### src/rtl/ctrl_pipe_hazard_if.sv
// Decoder-to-pipeline control interface for ctrl_pipe_hazard.
// The master side is the decoder/upstream logic. It drives the ID-stage
// bundle and flush, and it consumes stall plus the per-stage controls.
// The slave side is the hazard/pipeline block.
interface ctrl_pipe_hazard_if #(
    parameter int REG_AW  = 5,
    parameter int ALUOP_W = 2
);
    // Decoder bundle for the instruction currently in ID
    logic               RegDst;
    logic               Jump;
    logic               Branch;
    logic               MemRead;
    logic               MemtoReg;
    logic               MemWrite;
    logic               ALUSrc;
    logic               RegWrite;
    logic               JAL;
    logic [ALUOP_W-1:0] ALUOp;
    logic [REG_AW-1:0]  id_rs;
    logic [REG_AW-1:0]  id_rt;
    logic [REG_AW-1:0]  id_rd;
    logic               flush;

    // Hazard and stage outputs
    logic               stall;
    logic               ex_ALUSrc;
    logic               ex_RegDst;
    logic [ALUOP_W-1:0] ex_ALUOp;
    logic [REG_AW-1:0]  ex_rs;
    logic [REG_AW-1:0]  ex_rt;
    logic               mem_MemRead;
    logic               mem_MemWrite;
    logic               mem_Branch;
    logic               mem_Jump;
    logic               wb_RegWrite;
    logic               wb_MemtoReg;
    logic               wb_JAL;
    logic [REG_AW-1:0]  wb_dst;
    logic [1:0]         fwd_a;
    logic [1:0]         fwd_b;

    modport master (
        output RegDst, Jump, Branch, MemRead, MemtoReg, MemWrite, ALUSrc,
               RegWrite, JAL, ALUOp, id_rs, id_rt, id_rd, flush,
        input  stall, ex_ALUSrc, ex_RegDst, ex_ALUOp, ex_rs, ex_rt,
               mem_MemRead, mem_MemWrite, mem_Branch, mem_Jump,
               wb_RegWrite, wb_MemtoReg, wb_JAL, wb_dst, fwd_a, fwd_b
    );

    modport slave (
        input  RegDst, Jump, Branch, MemRead, MemtoReg, MemWrite, ALUSrc,
               RegWrite, JAL, ALUOp, id_rs, id_rt, id_rd, flush,
        output stall, ex_ALUSrc, ex_RegDst, ex_ALUOp, ex_rs, ex_rt,
               mem_MemRead, mem_MemWrite, mem_Branch, mem_Jump,
               wb_RegWrite, wb_MemtoReg, wb_JAL, wb_dst, fwd_a, fwd_b
    );
endinterface

### src/rtl/ctrl_pipe_hazard.sv
// Control-side pipeline for a classic 5-stage core.
// The decoder bundle is carried through the ID/EX, EX/MEM and MEM/WB
// registers. A load-use hazard raises stall and inserts a bubble into EX.
// A taken branch or jump (flush) kills the instructions in ID and EX.
// The EX-stage operand forwarding selects are computed from the registered
// MEM and WB state.
module ctrl_pipe_hazard #(
    parameter int REG_AW   = 5,
    parameter int ALUOP_W  = 2,
    parameter int LINK_REG = 31
) (
    input logic               CLK,
    input logic               RST,
    ctrl_pipe_hazard_if.slave bus
);

    localparam logic [REG_AW-1:0] LINK_DST = REG_AW'(LINK_REG);

    localparam logic [1:0] FWD_REGFILE = 2'b00;
    localparam logic [1:0] FWD_EXMEM   = 2'b10;
    localparam logic [1:0] FWD_MEMWB   = 2'b01;

    // Everything the EX stage needs, plus what travels further down
    typedef struct packed {
        logic               alu_src;
        logic               reg_dst;
        logic [ALUOP_W-1:0] alu_op;
        logic               mem_read;
        logic               mem_write;
        logic               branch;
        logic               jump;
        logic               reg_write;
        logic               mem_to_reg;
        logic               jal;
        logic [REG_AW-1:0]  dst;
        logic [REG_AW-1:0]  rs;
        logic [REG_AW-1:0]  rt;
    } ex_t;

    typedef struct packed {
        logic              mem_read;
        logic              mem_write;
        logic              branch;
        logic              jump;
        logic              reg_write;
        logic              mem_to_reg;
        logic              jal;
        logic [REG_AW-1:0] dst;
    } mem_t;

    typedef struct packed {
        logic              reg_write;
        logic              mem_to_reg;
        logic              jal;
        logic [REG_AW-1:0] dst;
    } wb_t;

    ex_t  id_bundle;
    ex_t  ex_q;
    mem_t mem_q;
    wb_t  wb_q;
    logic hazard;

    // Pick the MEM result first and the WB result second. Register 0 is never
    // forwarded.
    function automatic logic [1:0] fwd_sel(
        input logic [REG_AW-1:0] src,
        input mem_t              m,
        input wb_t               w
    );
        logic [1:0] sel;
        sel = FWD_REGFILE;
        if (m.reg_write && (m.dst != '0) && (m.dst == src)) begin
            sel = FWD_EXMEM;
        end else if (w.reg_write && (w.dst != '0) && (w.dst == src)) begin
            sel = FWD_MEMWB;
        end
        return sel;
    endfunction

    // Build the EX-stage copy of the ID bundle and resolve the destination
    always_comb begin
        // NOTE: every always_comb output gets a default first, so no path can leave it unassigned and infer a latch.
        id_bundle            = '0;
        id_bundle.alu_src    = bus.ALUSrc;
        id_bundle.reg_dst    = bus.RegDst;
        id_bundle.alu_op     = bus.ALUOp;
        id_bundle.mem_read   = bus.MemRead;
        id_bundle.mem_write  = bus.MemWrite;
        id_bundle.branch     = bus.Branch;
        id_bundle.jump       = bus.Jump;
        id_bundle.reg_write  = bus.RegWrite | bus.JAL;
        id_bundle.mem_to_reg = bus.MemtoReg;
        id_bundle.jal        = bus.JAL;
        id_bundle.rs         = bus.id_rs;
        id_bundle.rt         = bus.id_rt;
        if (bus.JAL) begin
            id_bundle.dst = LINK_DST;
        end else if (bus.RegDst) begin
            id_bundle.dst = bus.id_rd;
        end else begin
            id_bundle.dst = bus.id_rt;
        end
    end

    // Load in EX whose destination is a source of the instruction in ID
    always_comb begin
        hazard = 1'b0;
        if (ex_q.mem_read && (ex_q.dst != '0) &&
            ((ex_q.dst == bus.id_rs) || (ex_q.dst == bus.id_rt))) begin
            hazard = 1'b1;
        end
    end

    // A flush kills the ID instruction anyway, so it also cancels the stall.
    assign bus.stall = hazard & ~bus.flush;

    // ID->EX capture. A stall or a flush inserts a bubble.
    always_ff @(posedge CLK) begin
        // NOTE: stage registers use non-blocking assignments, so each stage samples its predecessor's value from before the edge.
        if (RST) begin
            // NOTE: every stage register is reset, because a stale control bit would commit a write, store or forward after reset.
            ex_q <= '0;
        end else if (bus.flush || hazard) begin
            ex_q <= '0;
        end else begin
            ex_q <= id_bundle;
        end
    end

    // EX->MEM advance. A flush kills the instruction leaving EX.
    always_ff @(posedge CLK) begin
        if (RST || bus.flush) begin
            mem_q <= '0;
        end else begin
            mem_q.mem_read   <= ex_q.mem_read;
            mem_q.mem_write  <= ex_q.mem_write;
            mem_q.branch     <= ex_q.branch;
            mem_q.jump       <= ex_q.jump;
            mem_q.reg_write  <= ex_q.reg_write;
            mem_q.mem_to_reg <= ex_q.mem_to_reg;
            mem_q.jal        <= ex_q.jal;
            mem_q.dst        <= ex_q.dst;
        end
    end

    // MEM->WB advance. This stage always advances and is never killed.
    always_ff @(posedge CLK) begin
        if (RST) begin
            wb_q <= '0;
        end else begin
            wb_q.reg_write  <= mem_q.reg_write;
            wb_q.mem_to_reg <= mem_q.mem_to_reg;
            wb_q.jal        <= mem_q.jal;
            wb_q.dst        <= mem_q.dst;
        end
    end

    // Forwarding selects for both EX operands
    always_comb begin
        bus.fwd_a = fwd_sel(ex_q.rs, mem_q, wb_q);
        bus.fwd_b = fwd_sel(ex_q.rt, mem_q, wb_q);
    end

    assign bus.ex_ALUSrc    = ex_q.alu_src;
    assign bus.ex_RegDst    = ex_q.reg_dst;
    assign bus.ex_ALUOp     = ex_q.alu_op;
    assign bus.ex_rs        = ex_q.rs;
    assign bus.ex_rt        = ex_q.rt;
    assign bus.mem_MemRead  = mem_q.mem_read;
    assign bus.mem_MemWrite = mem_q.mem_write;
    assign bus.mem_Branch   = mem_q.branch;
    assign bus.mem_Jump     = mem_q.jump;
    assign bus.wb_RegWrite  = wb_q.reg_write;
    assign bus.wb_MemtoReg  = wb_q.mem_to_reg;
    assign bus.wb_JAL       = wb_q.jal;
    assign bus.wb_dst       = wb_q.dst;

endmodule

### src/flat_wrapper.sv
// flat-port wrapper written by rule: the top's interface ports become plain ports
module ctrl_pipe_hazard_flat 
#(
    parameter int REG_AW   = 5,
    parameter int ALUOP_W  = 2,
    parameter int LINK_REG = 31
)
  (CLK, RST, bus_RegDst, bus_Jump, bus_Branch, bus_MemRead, bus_MemtoReg, bus_MemWrite, bus_ALUSrc, bus_RegWrite, bus_JAL, bus_ALUOp, bus_id_rs, bus_id_rt, bus_id_rd, bus_flush, bus_stall, bus_ex_ALUSrc, bus_ex_RegDst, bus_ex_ALUOp, bus_ex_rs, bus_ex_rt, bus_mem_MemRead, bus_mem_MemWrite, bus_mem_Branch, bus_mem_Jump, bus_wb_RegWrite, bus_wb_MemtoReg, bus_wb_JAL, bus_wb_dst, bus_fwd_a, bus_fwd_b);
  ctrl_pipe_hazard_if #(.REG_AW(REG_AW), .ALUOP_W(ALUOP_W)) bus_i ();
  input logic CLK;
  input logic RST;
  input wire logic [$bits(bus_i.RegDst)-1:0] bus_RegDst;
  input wire logic [$bits(bus_i.Jump)-1:0] bus_Jump;
  input wire logic [$bits(bus_i.Branch)-1:0] bus_Branch;
  input wire logic [$bits(bus_i.MemRead)-1:0] bus_MemRead;
  input wire logic [$bits(bus_i.MemtoReg)-1:0] bus_MemtoReg;
  input wire logic [$bits(bus_i.MemWrite)-1:0] bus_MemWrite;
  input wire logic [$bits(bus_i.ALUSrc)-1:0] bus_ALUSrc;
  input wire logic [$bits(bus_i.RegWrite)-1:0] bus_RegWrite;
  input wire logic [$bits(bus_i.JAL)-1:0] bus_JAL;
  input wire logic [$bits(bus_i.ALUOp)-1:0] bus_ALUOp;
  input wire logic [$bits(bus_i.id_rs)-1:0] bus_id_rs;
  input wire logic [$bits(bus_i.id_rt)-1:0] bus_id_rt;
  input wire logic [$bits(bus_i.id_rd)-1:0] bus_id_rd;
  input wire logic [$bits(bus_i.flush)-1:0] bus_flush;
  output wire logic [$bits(bus_i.stall)-1:0] bus_stall;
  output wire logic [$bits(bus_i.ex_ALUSrc)-1:0] bus_ex_ALUSrc;
  output wire logic [$bits(bus_i.ex_RegDst)-1:0] bus_ex_RegDst;
  output wire logic [$bits(bus_i.ex_ALUOp)-1:0] bus_ex_ALUOp;
  output wire logic [$bits(bus_i.ex_rs)-1:0] bus_ex_rs;
  output wire logic [$bits(bus_i.ex_rt)-1:0] bus_ex_rt;
  output wire logic [$bits(bus_i.mem_MemRead)-1:0] bus_mem_MemRead;
  output wire logic [$bits(bus_i.mem_MemWrite)-1:0] bus_mem_MemWrite;
  output wire logic [$bits(bus_i.mem_Branch)-1:0] bus_mem_Branch;
  output wire logic [$bits(bus_i.mem_Jump)-1:0] bus_mem_Jump;
  output wire logic [$bits(bus_i.wb_RegWrite)-1:0] bus_wb_RegWrite;
  output wire logic [$bits(bus_i.wb_MemtoReg)-1:0] bus_wb_MemtoReg;
  output wire logic [$bits(bus_i.wb_JAL)-1:0] bus_wb_JAL;
  output wire logic [$bits(bus_i.wb_dst)-1:0] bus_wb_dst;
  output wire logic [$bits(bus_i.fwd_a)-1:0] bus_fwd_a;
  output wire logic [$bits(bus_i.fwd_b)-1:0] bus_fwd_b;
  assign bus_i.RegDst = bus_RegDst;
  assign bus_i.Jump = bus_Jump;
  assign bus_i.Branch = bus_Branch;
  assign bus_i.MemRead = bus_MemRead;
  assign bus_i.MemtoReg = bus_MemtoReg;
  assign bus_i.MemWrite = bus_MemWrite;
  assign bus_i.ALUSrc = bus_ALUSrc;
  assign bus_i.RegWrite = bus_RegWrite;
  assign bus_i.JAL = bus_JAL;
  assign bus_i.ALUOp = bus_ALUOp;
  assign bus_i.id_rs = bus_id_rs;
  assign bus_i.id_rt = bus_id_rt;
  assign bus_i.id_rd = bus_id_rd;
  assign bus_i.flush = bus_flush;
  assign bus_stall = bus_i.stall;
  assign bus_ex_ALUSrc = bus_i.ex_ALUSrc;
  assign bus_ex_RegDst = bus_i.ex_RegDst;
  assign bus_ex_ALUOp = bus_i.ex_ALUOp;
  assign bus_ex_rs = bus_i.ex_rs;
  assign bus_ex_rt = bus_i.ex_rt;
  assign bus_mem_MemRead = bus_i.mem_MemRead;
  assign bus_mem_MemWrite = bus_i.mem_MemWrite;
  assign bus_mem_Branch = bus_i.mem_Branch;
  assign bus_mem_Jump = bus_i.mem_Jump;
  assign bus_wb_RegWrite = bus_i.wb_RegWrite;
  assign bus_wb_MemtoReg = bus_i.wb_MemtoReg;
  assign bus_wb_JAL = bus_i.wb_JAL;
  assign bus_wb_dst = bus_i.wb_dst;
  assign bus_fwd_a = bus_i.fwd_a;
  assign bus_fwd_b = bus_i.fwd_b;
  ctrl_pipe_hazard #(.REG_AW(REG_AW), .ALUOP_W(ALUOP_W), .LINK_REG(LINK_REG)) u_core (.CLK(CLK), .RST(RST), .bus(bus_i));
endmodule
### config.mk
export PLATFORM = sky130hd
export DESIGN_NAME = ctrl_pipe_hazard_flat
export DESIGN_NICKNAME = d
export VERILOG_FILES = /design/src/rtl/ctrl_pipe_hazard_if.sv /design/src/rtl/ctrl_pipe_hazard.sv /design/src/flat_wrapper.sv
export SDC_FILE = /design/constraint.sdc
export NUM_CORES = 1
export LEC_CHECK = 0
export CAP_MARGIN = 0
export CORE_ASPECT_RATIO = 1.25
export CORE_MARGIN = 5
export CORE_UTILIZATION = 46
export DETAILED_ROUTE_END_ITERATION = 8
export GPL_TIMING_DRIVEN = 0
export MAX_ROUTING_LAYER = met4
export PLACE_DENSITY = 0.78
export RECOVER_POWER = 25
export SKIP_LAST_GASP = 1
export SLEW_MARGIN = 20
export SYNTH_ARGS = -nofsm -noshare
export SYNTH_HDL_FRONTEND = slang
export SYNTH_SLANG_ARGS = --single-unit
### constraint.sdc
create_clock -name CLK -period 1.94 [get_ports CLK]
set_input_delay 0.194 -clock CLK [delete_from_list [all_inputs] [get_ports CLK]]
set_output_delay 0.194 -clock CLK [all_outputs]
set_load 0.01 [all_outputs]
==> results.md <==
* Synth area leader: dfxtp_1
* Largest net degree at the start of global routing at 17
* Post-synth cell types at 25
* Met1 Use GR at 18.57%
* Clock root buffer: clkbuf_8
* Post-Place Cells at 310
* Inserted Clock Buffers at 5
* Synthesis Warnings at 0
* All-Layer GR Usage at 17.66%
* Reg2reg end: u_core.bus.ex_rt[1]
* Post-synthesis cell area at 0.001992 mm^2
* Final Hold Viols at 0
* Synthesized instance count at 196
* Required time of the critical path at 1.75 ns
* Dpl ws at -0.3575 ns
* Post-synthesis sequential area ratio at 46.23%
* Drt via density at 4.738
* Max-slew violation count at 0
* Fin crit share at 105.9%
* Register-to-Register Setup Slack at 0.28 ns
* Violated checks: negative setup slack
* Synth area leaders: dfxtp_1 46%, a21oi_2 8.8%, xnor2_1 7.0%
* Top-count cell post-synth: dfxtp_1
* Tightest Pin Transition at 0.4977 ns
* Worst slew margin at 66.82%
* Core ar. at 0.004131 mm^2
* Main synth FF type: dfxtp_1
* Synth top area share at 46.23%
* Compound-gate portion of the synthesized area at 13.32%
* Layout cells sized above 1 at 31.99%
* Mux cell area share after synthesis at 2.827%
* Hold_buf cts at 0
* Worst Min Path Start: bus_RegDst
* Fmax achieved at 486.8 MHz
* Final Setup Violations at 2
* Hold worst-path end: u_core.bus.ex_RegDst
* Count of flip-flops with a built-in enable after synthesis at 0
* Synth Area in XOR/XNOR at 13.19%
* GR Layer Usage met2 at 30.99%
* Area grow syn2layout at 44.35%
* R2R depth at 7
* I/O pins at 60
* Routed WL at 4536 um
* Adder-Cell Fraction of Synth Area at 0%
* Fin worst setup slack at -0.1141 ns
* Net Count, Synth at 225
* Largest family of logic cells by synthesized area: simple AND/OR/NAND/NOR gates
* Pwr Density at 653.3 mW/mm^2
* CTS Buffer Depth at 2
* Clock Pin Slew Worst Setup and Hold Paths at 0.09 ns
* Hold Crit Depth at 3
* Row Count at 26
* Yosys reg bits at 46
* Min-delay worst type: input pin to flip-flop
* Worst clock skew at 0.006685 ns
* Hold Worst Slack at 0.2481 ns
* Mean post-synth cell area at 10.16 um^2
* Initial antenna violation count at 0
* Routability cong. at 0.8294
* Met3 Use GR at 3.774%
* Sink Count at 46
* Crit. End Element: primary output
* Die width at 68.86 um
* Final min period at 2.054 ns
* Status: finished with violations
* Worst-path fanout max at 4
* # diodes at 0
* Die Area at 0.005754 mm^2
* GR peak layer: met2
* Fin util at 69.59%
* Critical path launch point type: flip-flop
* Worst-Skew Late Latency at 0.30 ns
* Post-synth ARST share at 0%
* Initial DRC count at 30
* Initial Utilization at 48.21%
* HPWL Detailed at 3361 um
* Fin cells at 328
* Arr. time, crit path at 1.86 ns
* DIE HEIGHT at 83.57 um
* RSZ-0062 raised after global routing: true
* 1st-pass router iterations at 4
* Vias in the first global route at 1555
* Simple-Gate Fraction of Synth Area at 15.89%
* Leakage at 1.150 nW
* Commonest cells post-synth: 46 x dfxtp_1, 22 x nand2_1, 20 x a21oi_2, 16 x xnor2_1, 14 x xor2_1
* Final Total Pwr at 1.878 mW
* DRC violations left at 0
* CTS tree: yes
* H-tree depth at 2
* Setup CP Type: flip-flop to primary output
* Worst IR Drop VDD at 0.4520 mV
* Nets at 300
* FF-to-FF Start: u_core.ex_q[10]
* Antenna Nets Post-Route at 0
* Global-route wire length before repair at 7521 um
* Max-cap violations at 0
* DR vias at 1554
* PortBufs at 58
* Routed len/inst at 13.83 um
* Grt ovf at 0
[kinds of logic (layout without fill, tap and decap cells)]
logic type / count (synthesis) / after routing
buffers and inverters: 22 / 98
muxes: 5 / 5
AOI/OAI and AO/OA: 36 / 36
and+or+nand+nor: 57 / 57
DFF: 46 / 46
xor gates and xnor gates: 30 / 30
[routing by layer]
layer / up-vias / part of all wire [%]
met1: 716 / 38
met2: 38 / 55
met4: 0 / 2.1
met5: - / 0
met3: 7 / 4.7
li1: 793 / -
[per-stage QoR]
stage,TNS [ns],area (um^2)
after CTS,-0.2360,2872
after global placement,-2.329,2643
after floorplan,0,1992
final,-0.1873,2875
after global routing,-0.4128,2875
after detailed placement,-2.625,2643
[sequential cells by signal, summed over array words and instances (netlist names), 2 cells and up]
signal,flops
u_core.bus.ex_rs,5
u_core.bus.ex_rt,5
u_core.ex_q,12
u_core.bus.ex_ALUOp,2
u_core.mem_q,8
u_core.bus.wb_dst,5
[critical path: stages (launching register included)]
cell and delay [ns]:
dfxtp_4 0.38, or4_4 0.13, o21ai_2 0.05, or4_4 0.55
nor4_4 0.28, buf_2 0.18
[cell usage in the layout, fill, tap and decap left out]
cell type	instances
buf_4	23
nand2_1	22
buf_12	2
a21oi_2	20
o21ai_4	1
o22ai_4	1
o21a_1	1
and3b_1	1
dlygate4sd3_1	1
dfxtp_1	35
dfxtp_4	3
nor2b_1	8
inv_6	1
nand3_1	4
clkbuf_1	5
and2_0	3
and2_1	8
xnor2_1	16
o21ai_2	1
mux2_2	5
or4_1	2
and2_2	1
nor4_4	3
clkdlybuf4s50_1	52
dfxtp_2	8
o21ai_0	6
nor4_2	1
or4_4	3
xor2_1	14
clkinvlp_4	2
nor2_1	1
clkbuf_2	1
a21oi_1	6
clkbuf_8	5
buf_2	6
[final cells by class]
cell class / instances / area (um^2)
plain buffers: 21 / 158.9
repair buffers: 69 / 638.1
flip-flops and latches: 46 / 942.2
well taps: 56 / 70.07
clock buffers: 5 / 68.82
multi-input cells: 128 / 973.4
fillers: 329 / 1256
clock inverters: 3 / 23.77
[worst max-delay path by stage]
stage	cells after the start	slack, ns	to	from
floorplan	4	0.27	bus_fwd_a[0]	u_core.mem_q[4]
global placement	6	-0.37	bus_stall	bus_id_rt[3]
detailed placement	6	-0.36	bus_stall	bus_id_rt[3]
CTS	5	-0.13	bus_fwd_a[0]	u_core.bus.wb_dst[0]
global route	5	-0.18	bus_fwd_b[0]	u_core.bus.wb_dst[4]
finish	5	-0.11	bus_fwd_a[0]	u_core.bus.wb_dst[0]
[repair_timing]
item,CTS,global route
resized for setup,40,5
setup buffers,9,2
endpoints found under the setup margin,5,5
pin swaps,9,3
[power by group]
| group | switching, mW | internal, mW | leakage (nW) |
|---|---|---|---|
| Sequential | 0.0252 | 0.972 | 0.382 |
| Combinational | 0.131 | 0.167 | 0.727 |
| Clock | 0.326 | 0.257 | 0.0408 |
| Total | 0.482 | 1.40 | 1.15 |
Power figures use the tool's default switching activity.
